`src/rtl/seg_pkg.sv`:
```
// Shared types and hex-to-segment table for the seven-segment scan driver
// and the other debug display paths.
package seg_pkg;

    typedef enum logic [1:0] {S_IDLE, S_BLANK, S_SHOW} scan_state_t;

    localparam logic [6:0] SEG_OFF = 7'b1111111;

    // Active-low segments ordered {a,b,c,d,e,f,g}
    function automatic logic [6:0] hex_to_seg(input logic [3:0] nib);
        logic [6:0] s;
        case (nib)
            4'h0: s = 7'b0000001;
            4'h1: s = 7'b1001111;
            4'h2: s = 7'b0010010;
            4'h3: s = 7'b0000110;
            4'h4: s = 7'b1001100;
            4'h5: s = 7'b0100100;
            4'h6: s = 7'b0100000;
            4'h7: s = 7'b0001111;
            4'h8: s = 7'b0000000;
            4'h9: s = 7'b0001100;
            4'hA: s = 7'b0001000;
            4'hB: s = 7'b1100000;
            4'hC: s = 7'b0110001;
            4'hD: s = 7'b1000010;
            4'hE: s = 7'b0110000;
            default: s = 7'b0111000;
        endcase
        return s;
    endfunction

endpackage

```
`src/rtl/seg_hex_decode.sv`:
```
// Combinational hex nibble to active-low seven-segment pattern.
module seg_hex_decode
    import seg_pkg::*;
(
    input  logic [3:0] hex,
    output logic [6:0] seg
);

    assign seg = hex_to_seg(hex);

endmodule

```
`src/rtl/seg_scan_mux.sv`:
```
// Multi-digit seven-segment scan driver with blanking interval, frame-coherent
// shadow registers and per-digit masks. Optional macro: SEG_LZ_SUPPRESS_EN.
//
// state   | meaning
// S_IDLE  | display dark, waiting for enable
// S_BLANK | start of a digit slot, all anodes off (anti-ghosting)
// S_SHOW  | anode of current digit driven for the rest of the slot
module seg_scan_mux
    import seg_pkg::*;
#(
    parameter int NUM_DIGITS   = 8,
    parameter int CLK_DIV      = 1024,
    parameter int BLANK_CYCLES = 16
) (
    input  logic                    clk,
    input  logic                    rst,
    input  logic                    enable,
    input  logic [4*NUM_DIGITS-1:0] data,
    input  logic [NUM_DIGITS-1:0]   dp_in,
    input  logic [NUM_DIGITS-1:0]   blank_in,
    output logic [NUM_DIGITS-1:0]   an,
    output logic [6:0]              seg,
    output logic                    dp,
    output logic                    frame_done
);

    localparam int IDX_W = (NUM_DIGITS > 1) ? $clog2(NUM_DIGITS) : 1;
    localparam int DIV_W = $clog2(CLK_DIV);
    localparam logic [IDX_W-1:0] IDX_LAST  = IDX_W'(NUM_DIGITS - 1);
    localparam logic [DIV_W-1:0] DIV_LAST  = DIV_W'(CLK_DIV - 1);
    localparam logic [DIV_W-1:0] BLANK_END = DIV_W'(BLANK_CYCLES);
    localparam scan_state_t SLOT_START = (BLANK_CYCLES == 0) ? S_SHOW : S_BLANK;

    scan_state_t             state, state_nxt;
    logic [IDX_W-1:0]        idx, idx_nxt;
    logic [DIV_W-1:0]        div_cnt, div_nxt;
    logic [4*NUM_DIGITS-1:0] data_sh, data_sh_nxt;
    logic [NUM_DIGITS-1:0]   dp_sh, dp_sh_nxt;
    logic [NUM_DIGITS-1:0]   blank_sh, blank_sh_nxt;
    logic [NUM_DIGITS-1:0]   snap_blank;
    logic                    snap;
    logic                    fd_nxt;
    logic [3:0]              nib;
    logic                    cur_blank, cur_dp, visible;
    logic [6:0]              dec_seg;
    logic [NUM_DIGITS-1:0]   an_nxt;
    logic [6:0]              seg_nxt;
    logic                    dp_nxt;

`ifdef SEG_LZ_SUPPRESS_EN
    logic [NUM_DIGITS-1:0] lz_mask;
    logic                  lead;

    // Blank zero digits above the first nonzero one; digit 0 always shows.
    always_comb begin
        lz_mask = '0;
        lead    = 1'b1;
        for (int i = NUM_DIGITS - 1; i >= 1; i--) begin
            if (lead && (data[4*i +: 4] == 4'h0)) lz_mask[i] = 1'b1;
            else                                  lead       = 1'b0;
        end
    end

    assign snap_blank = blank_in | lz_mask;
`else
    assign snap_blank = blank_in;
`endif

    always_comb begin
        state_nxt    = state;
        idx_nxt      = idx;
        div_nxt      = div_cnt;
        data_sh_nxt  = data_sh;
        dp_sh_nxt    = dp_sh;
        blank_sh_nxt = blank_sh;
        snap         = 1'b0;
        fd_nxt       = 1'b0;
        if (!enable) begin
            state_nxt = S_IDLE;
            idx_nxt   = '0;
            div_nxt   = '0;
        end else begin
            case (state)
                S_IDLE: begin
                    snap      = 1'b1;
                    idx_nxt   = '0;
                    div_nxt   = '0;
                    state_nxt = SLOT_START;
                end
                default: begin
                    if (div_cnt == DIV_LAST) begin
                        div_nxt   = '0;
                        state_nxt = SLOT_START;
                        if (idx == IDX_LAST) begin
                            idx_nxt = '0;
                            snap    = 1'b1;
                            fd_nxt  = 1'b1;
                        end else begin
                            idx_nxt = idx + 1'b1;
                        end
                    end else begin
                        div_nxt = div_cnt + 1'b1;
                        if ((state == S_BLANK) && (div_nxt == BLANK_END)) state_nxt = S_SHOW;
                    end
                end
            endcase
        end
        if (snap) begin
            data_sh_nxt  = data;
            dp_sh_nxt    = dp_in;
            blank_sh_nxt = snap_blank;
        end
    end

    // Outputs are decoded from next-state values so they register on the same edge.
    always_comb begin
        nib       = 4'h0;
        cur_blank = 1'b1;
        cur_dp    = 1'b0;
        for (int i = 0; i < NUM_DIGITS; i++) begin
            if (IDX_W'(i) == idx_nxt) begin
                nib       = data_sh_nxt[4*i +: 4];
                cur_blank = blank_sh_nxt[i];
                cur_dp    = dp_sh_nxt[i];
            end
        end
    end

    seg_hex_decode u_dec (
        .hex (nib),
        .seg (dec_seg)
    );

    always_comb begin
        visible = (state_nxt == S_SHOW) && !cur_blank;
        an_nxt  = '1;
        for (int i = 0; i < NUM_DIGITS; i++) begin
            if (visible && (IDX_W'(i) == idx_nxt)) an_nxt[i] = 1'b0;
        end
        seg_nxt = visible ? dec_seg : SEG_OFF;
        dp_nxt  = visible ? ~cur_dp : 1'b1;
    end

    always_ff @(posedge clk or posedge rst) begin
        if (rst) begin
            state      <= S_IDLE;
            idx        <= '0;
            div_cnt    <= '0;
            data_sh    <= '0;
            dp_sh      <= '0;
            blank_sh   <= '0;
            an         <= '1;
            seg        <= SEG_OFF;
            dp         <= 1'b1;
            frame_done <= 1'b0;
        end else begin
            state      <= state_nxt;
            idx        <= idx_nxt;
            div_cnt    <= div_nxt;
            data_sh    <= data_sh_nxt;
            dp_sh      <= dp_sh_nxt;
            blank_sh   <= blank_sh_nxt;
            an         <= an_nxt;
            seg        <= seg_nxt;
            dp         <= dp_nxt;
            frame_done <= fd_nxt;
        end
    end

endmodule

```
`config.mk`:
```
export PLATFORM = sky130hd
export DESIGN_NAME = seg_scan_mux
export DESIGN_NICKNAME = d
export VERILOG_FILES = /design/src/rtl/seg_pkg.sv /design/src/rtl/seg_hex_decode.sv /design/src/rtl/seg_scan_mux.sv
export SDC_FILE = /design/constraint.sdc
export NUM_CORES = 1
export LEC_CHECK = 0
export CAP_MARGIN = 15
export CORE_UTILIZATION = 30
export CTS_CLUSTER_SIZE = 12
export DETAILED_ROUTE_END_ITERATION = 10
export PLACE_DENSITY = 0.54
export SLEW_MARGIN = 15
export SYNTH_ARGS = -nofsm -noshare
export SYNTH_HDL_FRONTEND = slang
export SYNTH_SLANG_ARGS = --single-unit
```
`constraint.sdc`:
```
create_clock -name clk -period 5.6 [get_ports clk]
set_input_delay 1.4 -clock clk [delete_from_list [all_inputs] [get_ports clk]]
set_output_delay 1.4 -clock clk [all_outputs]
set_load 0.02 [all_outputs]
```
==> flow_summary.yaml, run 1 <==
clock_network:
  hold_buffers: 0
  cts_setup_buffers: 0
  cts_root_buffer: "clkbuf_16"
  cts_resized: 0
  cts_made_buffers: 9
  clkLatencyLatePin_ns: 0.35
  htree_levels: 3
  cts_tree: "built"
  clk_pin_slew_ns: 0.06
  clock_sinks: 80
  cts_max_path_buffers: 2
synthesis:
  ys_types: 61
  synthArstFlopShare: 1.00
  synth_flop_cell: "dfrtp_1"
  syn_area_sq_um: 4150
  yosys_warnings: 0
  yosys_register_bits: 80
  seq_area_frac_synth: 0.487
  syn_avg_cell_area_sq_um: 11.3
  synth-edff-count: 0
  syn_inst: 368
  syn_nets: 429
worst_setup_path:
  cp_slowest_stage_delay_ns: 0.56
  worst_setup_path_end_kind: "flop"
  reg2reg_from: "div_cnt[0]$_DFF_PP0_"
  crit_path_start_kind: "input pin"
  crit_chain: "clkdlybuf4s50_1, nand2_1, nor4_2, buf_4, nor2_4, mux2_2, mux2_2, a32oi_1, o211ai_1, inv_1, ha_1, inv_1, a211oi_1, o31ai_1"
  worstReg2RegEnd: "seg[3]$_DFF_PP1_"
  critical_path.endpoint: "seg[3]$_DFF_PP1_"
  worstPathRequired_ns: 5.86
  worstPathMaxFanout: 20
  critPathLaunch: "enable"
  worstRegToRegCells: 13
  slowest_stage: "clkdlybuf4s50_1"
  r2r_slack_ns: 1.41
  cp_data_arrival_time_ns: 4.95
  crit_type: "input pin to flop"
sta:
  period_minus_slack_ns: 4.69
  fmax_ghz: 0.213
  setup_viol: 0
  worst_pin_slew_ns: 0.667
  rsz0062_at_grt: "false"
  hold_viol: 0
  slew-limit-headroom: 0.543
  slew_violations: 0
  fin_skew_ns: 0.0112
  fin_hold_ws_ns: 0.472
  period_share: 0.838
  fin_tns_setup_ns: 0
power:
  irDropWorstVdd_mv: 0.119
  p_leak_uw: 0.00223
  p_per_area_nw_per_um2: 271
place:
  io_buffers: 67
  dp_cells: 602
  hpwlAfterDp_mm: 7.57
  placed_area_sq_um: 5000
  gp_congestion: 0.865
floorplan:
  die_area_sq_um: 14300
  num_rows: 42
  ioPinCount: 68
  start_util: 0.311
  die_h_microns: 120
  die_w_microns: 120
  core_area_sq_um: 13300
layout:
  fin_area_sq_um: 5310
  nets: 499
  area_delta_synth_final_pct: 28.0
  layoutNonFillerInstCount: 619
  drive_gt1_frac: 0.235
  diodes: 0
drt:
  drt_iter0_drc: 161
  vias: 3107
  viasPerCell: 5.02
  ant_nets: 0
  detail_route.wl_per_cell_microns: 17.1
  wl_mm: 10.6
  drc_errors: 0
  firstDrtPassIters: 4
global_route:
  grt_max_degree: 57
  grt_use_total: 0.160
  overflow: 0
  antenna_found_initial: 0
  grt_pass1_wl_mm: 17.3
  grt_pass1_vias: 3257
hold_path:
  hold_class: "flop to flop"
run:
  maxCapViolCount: 0
outcome:
  status: "completed"
-- worst max-delay path: cells and delay by family --
family / cells / cell delay (ns)
AO/OA/AOI/OAI: 4 / 0.81
adder cells (fa/ha/maj): 1 / 0.28
buffers and inverters: 4 / 1.08
multiplexers: 2 / 0.67
AND/OR/NAND/NOR: 3 / 0.68
-- layout make-up --
type / count / area (sq um)
Timing Repair Buffer: 76 / 751
Clock inverter: 5 / 56.3
Fill cell: 1334 / 8030
Inverter: 12 / 51.3
Clock buffer: 11 / 233
Tap cell: 176 / 220
Multi-Input combinational cell: 259 / 1980
Sequential cell: 80 / 2020
-- worst min-delay path by stage --
stage,from,depth (start not counted),to
3_5_place_dp,blank_sh[0]$_DFF_PP0_,2,blank_sh[0]$_DFF_PP0_
5_1_grt,data_sh[20]$_DFF_PP0_,1,data_sh[20]$_DFF_PP0_
6_report,blank_sh[0]$_DFF_PP0_,2,blank_sh[0]$_DFF_PP0_
2_1_floorplan,blank_sh[0]$_DFF_PP0_,2,blank_sh[0]$_DFF_PP0_
4_1_cts,blank_sh[0]$_DFF_PP0_,2,blank_sh[0]$_DFF_PP0_
3_3_place_gp,blank_sh[0]$_DFF_PP0_,2,blank_sh[0]$_DFF_PP0_
-- metrics by stage --
step	power [uW]	util	setup WS, ns
after CTS	1450	0.397	0.892
after detailed placement	861	0.375	0.574
final	1440	0.398	0.908
after global placement	856	0.375	0.681
after floorplan	787	-	1.34
after global routing	1500	0.398	0.618
-- power by group --
group	internal [uW]	leakage, uW	switching, uW	total (uW)
registers	628	0.000958	14.4	643
logic	107	0.00113	102	209
clock network	347	0.000145	241	588
total	1080	0.00223	357	1440
-- routing by layer --
layer,part of all wire,track usage,vias to the layer above
met2,0.45,0.243,70
met5,0,0,-
met1,0.48,0.219,1545
li1,-,-,1476
met3,0.046,0.0295,16
met4,0.024,0.0805,0
-- synthesized netlist by cell type (9+ instances only) --
cell     count  area share
dfrtp_1     64        0.39
ha_1        10       0.030
mux2_2      41        0.11
nand3_1     22       0.027
a21oi_1      9       0.011
o21ai_0     12       0.014
nor2_1      24       0.022
dfstp_2     16        0.10
nand2_1     39       0.035
mux2i_1     10       0.024
inv_1        9      0.0081
-- cell families (layout without fill, tap and decap cells) --
family                   count (synthesis)  after routing  share of synthesized area
AND/OR/NAND/NOR                        114            114                      0.134
flip-flops                              80             80                      0.487
AO/OA/AOI/OAI                           68             68                      0.129
multiplexers                            59             59                      0.165
buffers and inverters                   29            104                     0.0386
adder cells (fa/ha/maj)                 10             10                     0.0301
XOR/XNOR                                 8              8                     0.0169
-- registers in the layout, summed over array words and instances (netlist names) --
signal	count
an	8
blank_sh	8
data_sh	32
div_cnt	10
dp	1
dp_sh	8
frame_done	1
idx	3
seg	7
state	2
-- placed cells by master (no fill, tap or decap), drive strengths merged, types with 9 or more instances in the layout --
cell,instances
mux2i,10
buf,9
o21ai,17
dfrtp,64
clkdlybuf4s50,67
nor2,26
clkbuf,11
mux2,47
a21oi,9
nand3,23
dfstp,16
ha,10
inv,12
nand2,39
Note: power is estimated with default switching activity, not from simulation.
==> run 2, diff against run 1 <==
==> constraint.sdc (replaced) <==
create_clock -name clk -period 4.9 [get_ports clk]
set_input_delay 1.225 -clock clk [delete_from_list [all_inputs] [get_ports clk]]
set_output_delay 1.225 -clock clk [all_outputs]
set_load 0.02 [all_outputs]
==> run 2 against run 1 <==
- clock power is 0.7% higher
- critical path depth is 2 lower
- first-iteration DRC count is 42% higher
- flip-flop and latch count stayed put
- largest cell class unchanged
==> flow_summary.yaml, run 2 (synthesized netlist as in run 1, its figures left out) <==
outcome:
  status: "completed"
power:
  clkPwrFrac: 0.379
  p_seq_frac: 0.470
  netSwitchingFraction: 0.244
  irDropWorstVdd_mv: 0.134
  p_per_area_nw_per_um2: 296
  p_int_uw: 1180
  p_switching_uw: 381
  pwr-share-comb: 0.151
  total_power_uw: 1560
  p_leak_uw: 0.00222
drt:
  detail_route.wl_per_cell_microns: 16.7
  viasPerCell: 4.97
  vias: 3089
  drc_errors: 0
  wl_mm: 10.4
  firstDrtPassIters: 5
  ant_nets: 0
  drt_iter0_drc: 228
clock_network:
  cts_made_buffers: 9
  cts_max_path_buffers: 2
  cts_setup_buffers: 0
  clkLatencyLatePin_ns: 0.34
  clk_pin_slew_ns: 0.06
  cts_tree: "built"
  htree_levels: 3
  clock_sinks: 80
  cts_root_buffer: "clkbuf_16"
  cts_resized: 0
  hold_buffers: 0
layout:
  fin_area_sq_um: 5290
  nFillCells: 1328
  regArea_sq_um: 2020
  drive_gt1_frac: 0.233
  multi_input_area_sq_um: 1980
  top_register: "data_sh"
  diodes: 0
  final_cell_mix: "clkdlybuf4s50_1 (67), dfrtp_1 (64), mux2_2 (41)"
  nets: 502
  layout_commonest_cell: "clkdlybuf4s50_1"
  area_delta_synth_final_pct: 27.4
  layoutNonFillerInstCount: 622
  reg.largest.list: "data_sh: 32 flops, div_cnt: 10 flops"
  largest_register_ffs: 32
  utilization: 0.396
floorplan:
  die_h_microns: 120
  start_util: 0.311
  num_rows: 42
  core_area_sq_um: 13300
  die_w_microns: 120
  ioPinCount: 68
  die_area_sq_um: 14300
worst_setup_path:
  worstPathMaxFanout: 11
  crit_path_start_kind: "input pin"
  worst_setup_path_end_kind: "flop"
  crit_type: "input pin to flop"
  cp_data_arrival_time_ns: 4.66
  worstPathRequired_ns: 5.15
sta:
  setup_viol: 0
  period_minus_slack_ns: 4.41
  slew_violations: 0
  period_share: 0.901
  rsz0062_at_grt: "false"
  hold_viol: 0
  fin_tns_setup_ns: 0
  fin_skew_ns: 0.00544
  slew-limit-headroom: 0.566
  fmax_ghz: 0.227
  worst_pin_slew_ns: 0.647
place:
  io_buffers: 67
  placed_area_sq_um: 5030
  gp_congestion: 0.779
  hpwlAfterDp_mm: 7.71
  dp_cells: 606
global_route:
  grt_pass1_vias: 3148
  grt_max_degree: 50
  antenna_found_initial: 0
  overflow: 0
  grt_use_total: 0.156
  grt_pass1_wl_mm: 16.8
run:
  maxCapViolCount: 0
hold_path:
  hold_class: "flop to flop"
-- run 2: changes by cell type in the layout (fill, tap and decap cells not counted), sizes merged --
cell | before | now
clkinv | 4 | 5
buf | 9 | 12
bufinv | 1 | 0
inv | 12 | 9
clkbuf | 11 | 14
-- run 2: metal layers --
metal	track usage	wire (microns)	vias to the layer above
li1	-	-	1480
met1	0.208	4830	1533
met2	0.246	4970	70
met3	0.0480	482	6
met4	0.0375	99	0
met5	0	0	-
-- run 2: cell type report --
cell class                      count  share of cell area
Multi-Input combinational cell    259               0.374
Sequential cell                    80               0.382
Clock buffer                       14              0.0461
Timing Repair Buffer               79               0.144
Clock inverter                      2             0.00189
Tap cell                          176              0.0416
Inverter                           12             0.00970
-- run 2: worst max-delay path, cell delays in order --
cell and delay, ns:
clkdlybuf4s50_1 0.64, o21ai_1 0.27, or3_1 0.36, mux2_4 0.39
mux4_2 0.39, nor2_1 0.05, o31ai_1 0.37, buf_4 0.21
ha_1 0.19, inv_1 0.08, mux2_1 0.28, o221ai_1 0.19
-- run 2: final timing paths --
check | slack (ns) | from | end | cells after the start
max | 0.49 | enable | seg[0]$_DFF_PP1_ | 12
min | 0.47 | blank_sh[0]$_DFF_PP0_ | blank_sh[0]$_DFF_PP0_ | 2
max reg2reg | 0.99 | div_cnt[0]$_DFF_PP0_ | seg[3]$_DFF_PP1_ | 12
min reg2reg | 0.47 | blank_sh[0]$_DFF_PP0_ | blank_sh[0]$_DFF_PP0_ | 2
max in group asynchronous | 2.61 | rst | data_sh[21]$_DFF_PP0_ | 3
min in group asynchronous | 1.26 | rst | div_cnt[9]$_DFF_PP0_ | 2
-- run 2: power groups by stage --
stage               registers (uW)  logic, uW  clock network (uW)
finish                         734        237                 592
global route                   741        263                 644
CTS                            735        240                 615
detailed placement             746        239                   0
global placement               744        236                   0
floorplan                      740        159                   0
-- run 2: stage by stage --
step	hold slack, ns	setup WS (ns)
after CTS	0.474	0.484
after floorplan	0.438	0.812
after global placement	0.450	0.181
after global routing	0.503	0.229
final	0.469	0.487
after detailed placement	0.460	0.164
==> run 3, diff against run 2 <==
--- a/config.mk
+++ b/config.mk
@@ -13,4 +13,5 @@
 export SLEW_MARGIN = 15
 export SYNTH_ARGS = -nofsm -noshare
 export SYNTH_HDL_FRONTEND = slang
+export SYNTH_HIERARCHICAL = 1
 export SYNTH_SLANG_ARGS = --single-unit
==> run 3 against run 2 <==
- combinational power hardly changed
- first-iteration DRC count is 17% lower
- flip-flop and latch count stayed put
- clock skew is 0.0042 ns higher
- synthesized cell count is 10% higher
==> flow_summary.yaml, run 3 <==
layout:
  final_cell_mix: "clkdlybuf4s50_1 (67), nand2_1 (66), dfrtp_1 (64)"
  nFillCells: 1371
  largest_register_ffs: 32
  reg.largest.list: "data_sh: 32 flops, div_cnt: 10 flops"
  diodes: 0
  nets: 532
  area_delta_synth_final_pct: 26.4
  top_register: "data_sh"
  layout_commonest_cell: "clkdlybuf4s50_1"
  fin_area_sq_um: 5370
  drive_gt1_frac: 0.181
clock_network:
  clkLatencyLatePin_ns: 0.34
  cts_setup_buffers: 0
  clk_pin_slew_ns: 0.06
  cts_tree: "built"
  htree_levels: 3
  hold_buffers: 0
  clock_sinks: 80
  cts_root_buffer: "clkbuf_16"
  cts_made_buffers: 9
  cts_resized: 0
  cts_max_path_buffers: 2
sta:
  fin_tns_setup_ns: 0
  fmax_ghz: 0.229
  fin_skew_ns: 0.00966
  slew-limit-headroom: 0.308
  hold_viol: 0
  rsz0062_at_grt: "false"
  slew_violations: 0
  setup_viol: 0
  worst_pin_slew_ns: 1.04
  period_minus_slack_ns: 4.36
  period_share: 0.890
global_route:
  grt_pass1_wl_mm: 16.9
  use_met3: 0.0273
  top_usage_layer: "met1"
  overflow: 0
  grt_pass1_vias: 3096
  grt_max_degree: 81
  grtUsageMet1: 0.221
  antenna_found_initial: 0
  grt_use_total: 0.153
  grtUsageMet2: 0.220
floorplan:
  core_area_sq_um: 13800
  die_area_sq_um: 14600
  die_h_microns: 121
  start_util: 0.307
  die_w_microns: 121
  num_rows: 43
  ioPinCount: 68
synthesis:
  ys_types: 67
  syn_avg_cell_area_sq_um: 10.5
  syn_area_sq_um: 4250
  netlist.area_leader.share: 0.377
  yosysMostFrequentCell: "nand2_1"
  synth_common_cells: "nand2_1 (66), dfrtp_1 (64), nor2_1 (25)"
  synth_flop_cell: "dfrtp_1"
  synthXorXnorAreaFrac: 0.0206
  synth_compound_area_frac: 0.127
  synthSimpleGateAreaFrac: 0.177
  synthMuxAreaShare: 0.112
  synthAdderAreaFrac: 0.0295
  syn_inst: 406
  synth-edff-count: 0
  synth_top_family_by_area: "simple AND/OR/NAND/NOR gates"
  seq_area_frac_synth: 0.476
  synthArstFlopShare: 1.00
  yosys_register_bits: 80
  synth_area_leaders: "dfrtp_1 (38%), dfstp_2 (9.9%), mux2_2 (6.4%)"
  yosys_warnings: 6
  yosys.area.top_type: "dfrtp_1"
  syn_nets: 467
place:
  hpwlAfterDp_mm: 7.56
  gp_congestion: 0.832
  placed_area_sq_um: 5070
  io_buffers: 67
worst_setup_path:
  worstPathRequired_ns: 5.14
  worst_setup_path_end_kind: "flop"
  cp_data_arrival_time_ns: 4.61
  worstPathMaxFanout: 28
  crit_type: "input pin to flop"
  crit_path_start_kind: "input pin"
outcome:
  status: "completed"
power:
  p_leak_uw: 0.00232
  p_per_area_nw_per_um2: 308
  irDropWorstVdd_mv: 0.169
run:
  maxCapViolCount: 0
drt:
  drc_errors: 0
  vias: 3224
  wl_mm: 10.6
  detail_route.wl_per_cell_microns: 16.1
  ant_nets: 0
  drt_iter0_drc: 189
  firstDrtPassIters: 5
  viasPerCell: 4.91
hold_path:
  hold_class: "flop to flop"
## run 3: changes by cell type in the layout (fill, tap and decap cells not counted), sizes merged, moves of 5 or more
cell,delta
nand2,+27
nand3b,+9
nand2b,+6
inv,+8
mux2,-20
nand3,-8
and2,+5
## run 3: power by group
group | switching (uW) | internal, uW
combinational | 118 | 121
clock | 282 | 398
sequential | 16.4 | 716
## run 3: cell families after synthesis
kind of cell / Yosys count
AOI/OAI and AO/OA: 72
xor gates and xnor gates: 10
adders and majority gates: 10
buffers and inverters: 42
DFF: 80
muxes: 40
and+or+nand+nor: 152
## run 3: path summary, 6_finish.rpt
| check | slack [ns] | to | depth (start not counted) | from |
|---|---|---|---|---|
| max | 0.54 | seg[6]$_DFF_PP1_ | 15 | enable |
| min | 0.46 | dp_sh[1]$_DFF_PP0_ | 2 | dp_sh[1]$_DFF_PP0_ |
| max reg2reg | 1.02 | seg[6]$_DFF_PP1_ | 13 | div_cnt[0]$_DFF_PP0_ |
| min reg2reg | 0.46 | dp_sh[1]$_DFF_PP0_ | 2 | dp_sh[1]$_DFF_PP0_ |
| max in group asynchronous | 2.69 | div_cnt[7]$_DFF_PP0_ | 3 | rst |
| min in group asynchronous | 1.51 | dp_sh[6]$_DFF_PP0_ | 3 | rst |
## run 3: routing by layer
layer  part of all wire  vias to the layer above
li1                   -                     1552
met3              0.032                       13
met1               0.51                     1585
met2               0.44                       74
met4              0.023                        0
met5                  0                        -
## run 3: area by class of cell
class | instances | area (sq um) | area share
sequential | 80 | 2020 | 0.377
inverter | 16 | 62.6 | 0.0117
multi-input combinational | 284 | 1980 | 0.369
tap | 180 | 225 | 0.0420
clock inverter | 6 | 68.8 | 0.0128
clock buffer | 10 | 229 | 0.0427
timing repair buffer | 80 | 781 | 0.145
## run 3: per-stage QoR
stage	setup WS (ns)	power, uW	cells	util	hold WS [ns]
3_3_place_gp	0.264	984	640	0.367	0.441
6_report	0.538	1650	656	0.388	0.461
2_1_floorplan	0.865	899	406	-	0.430
5_1_grt	0.339	1730	656	0.388	0.495
3_5_place_dp	0.187	986	640	0.367	0.452
4_1_cts	0.546	1680	656	0.388	0.467
## run 3: worst max-delay path, stage by stage
cell and delay, ns:
clkdlybuf4s50_1 0.54, inv_2 0.06, or3_1 0.50, and2_4 0.34
buf_4 0.22, mux2i_1 0.13, o2bb2a_1 0.24, a21oi_1 0.06
a31oi_1 0.36, inv_1 0.18, ha_1 0.25, nor2b_1 0.15
or3b_1 0.13, o31ai_1 0.05, nand3b_1 0.16
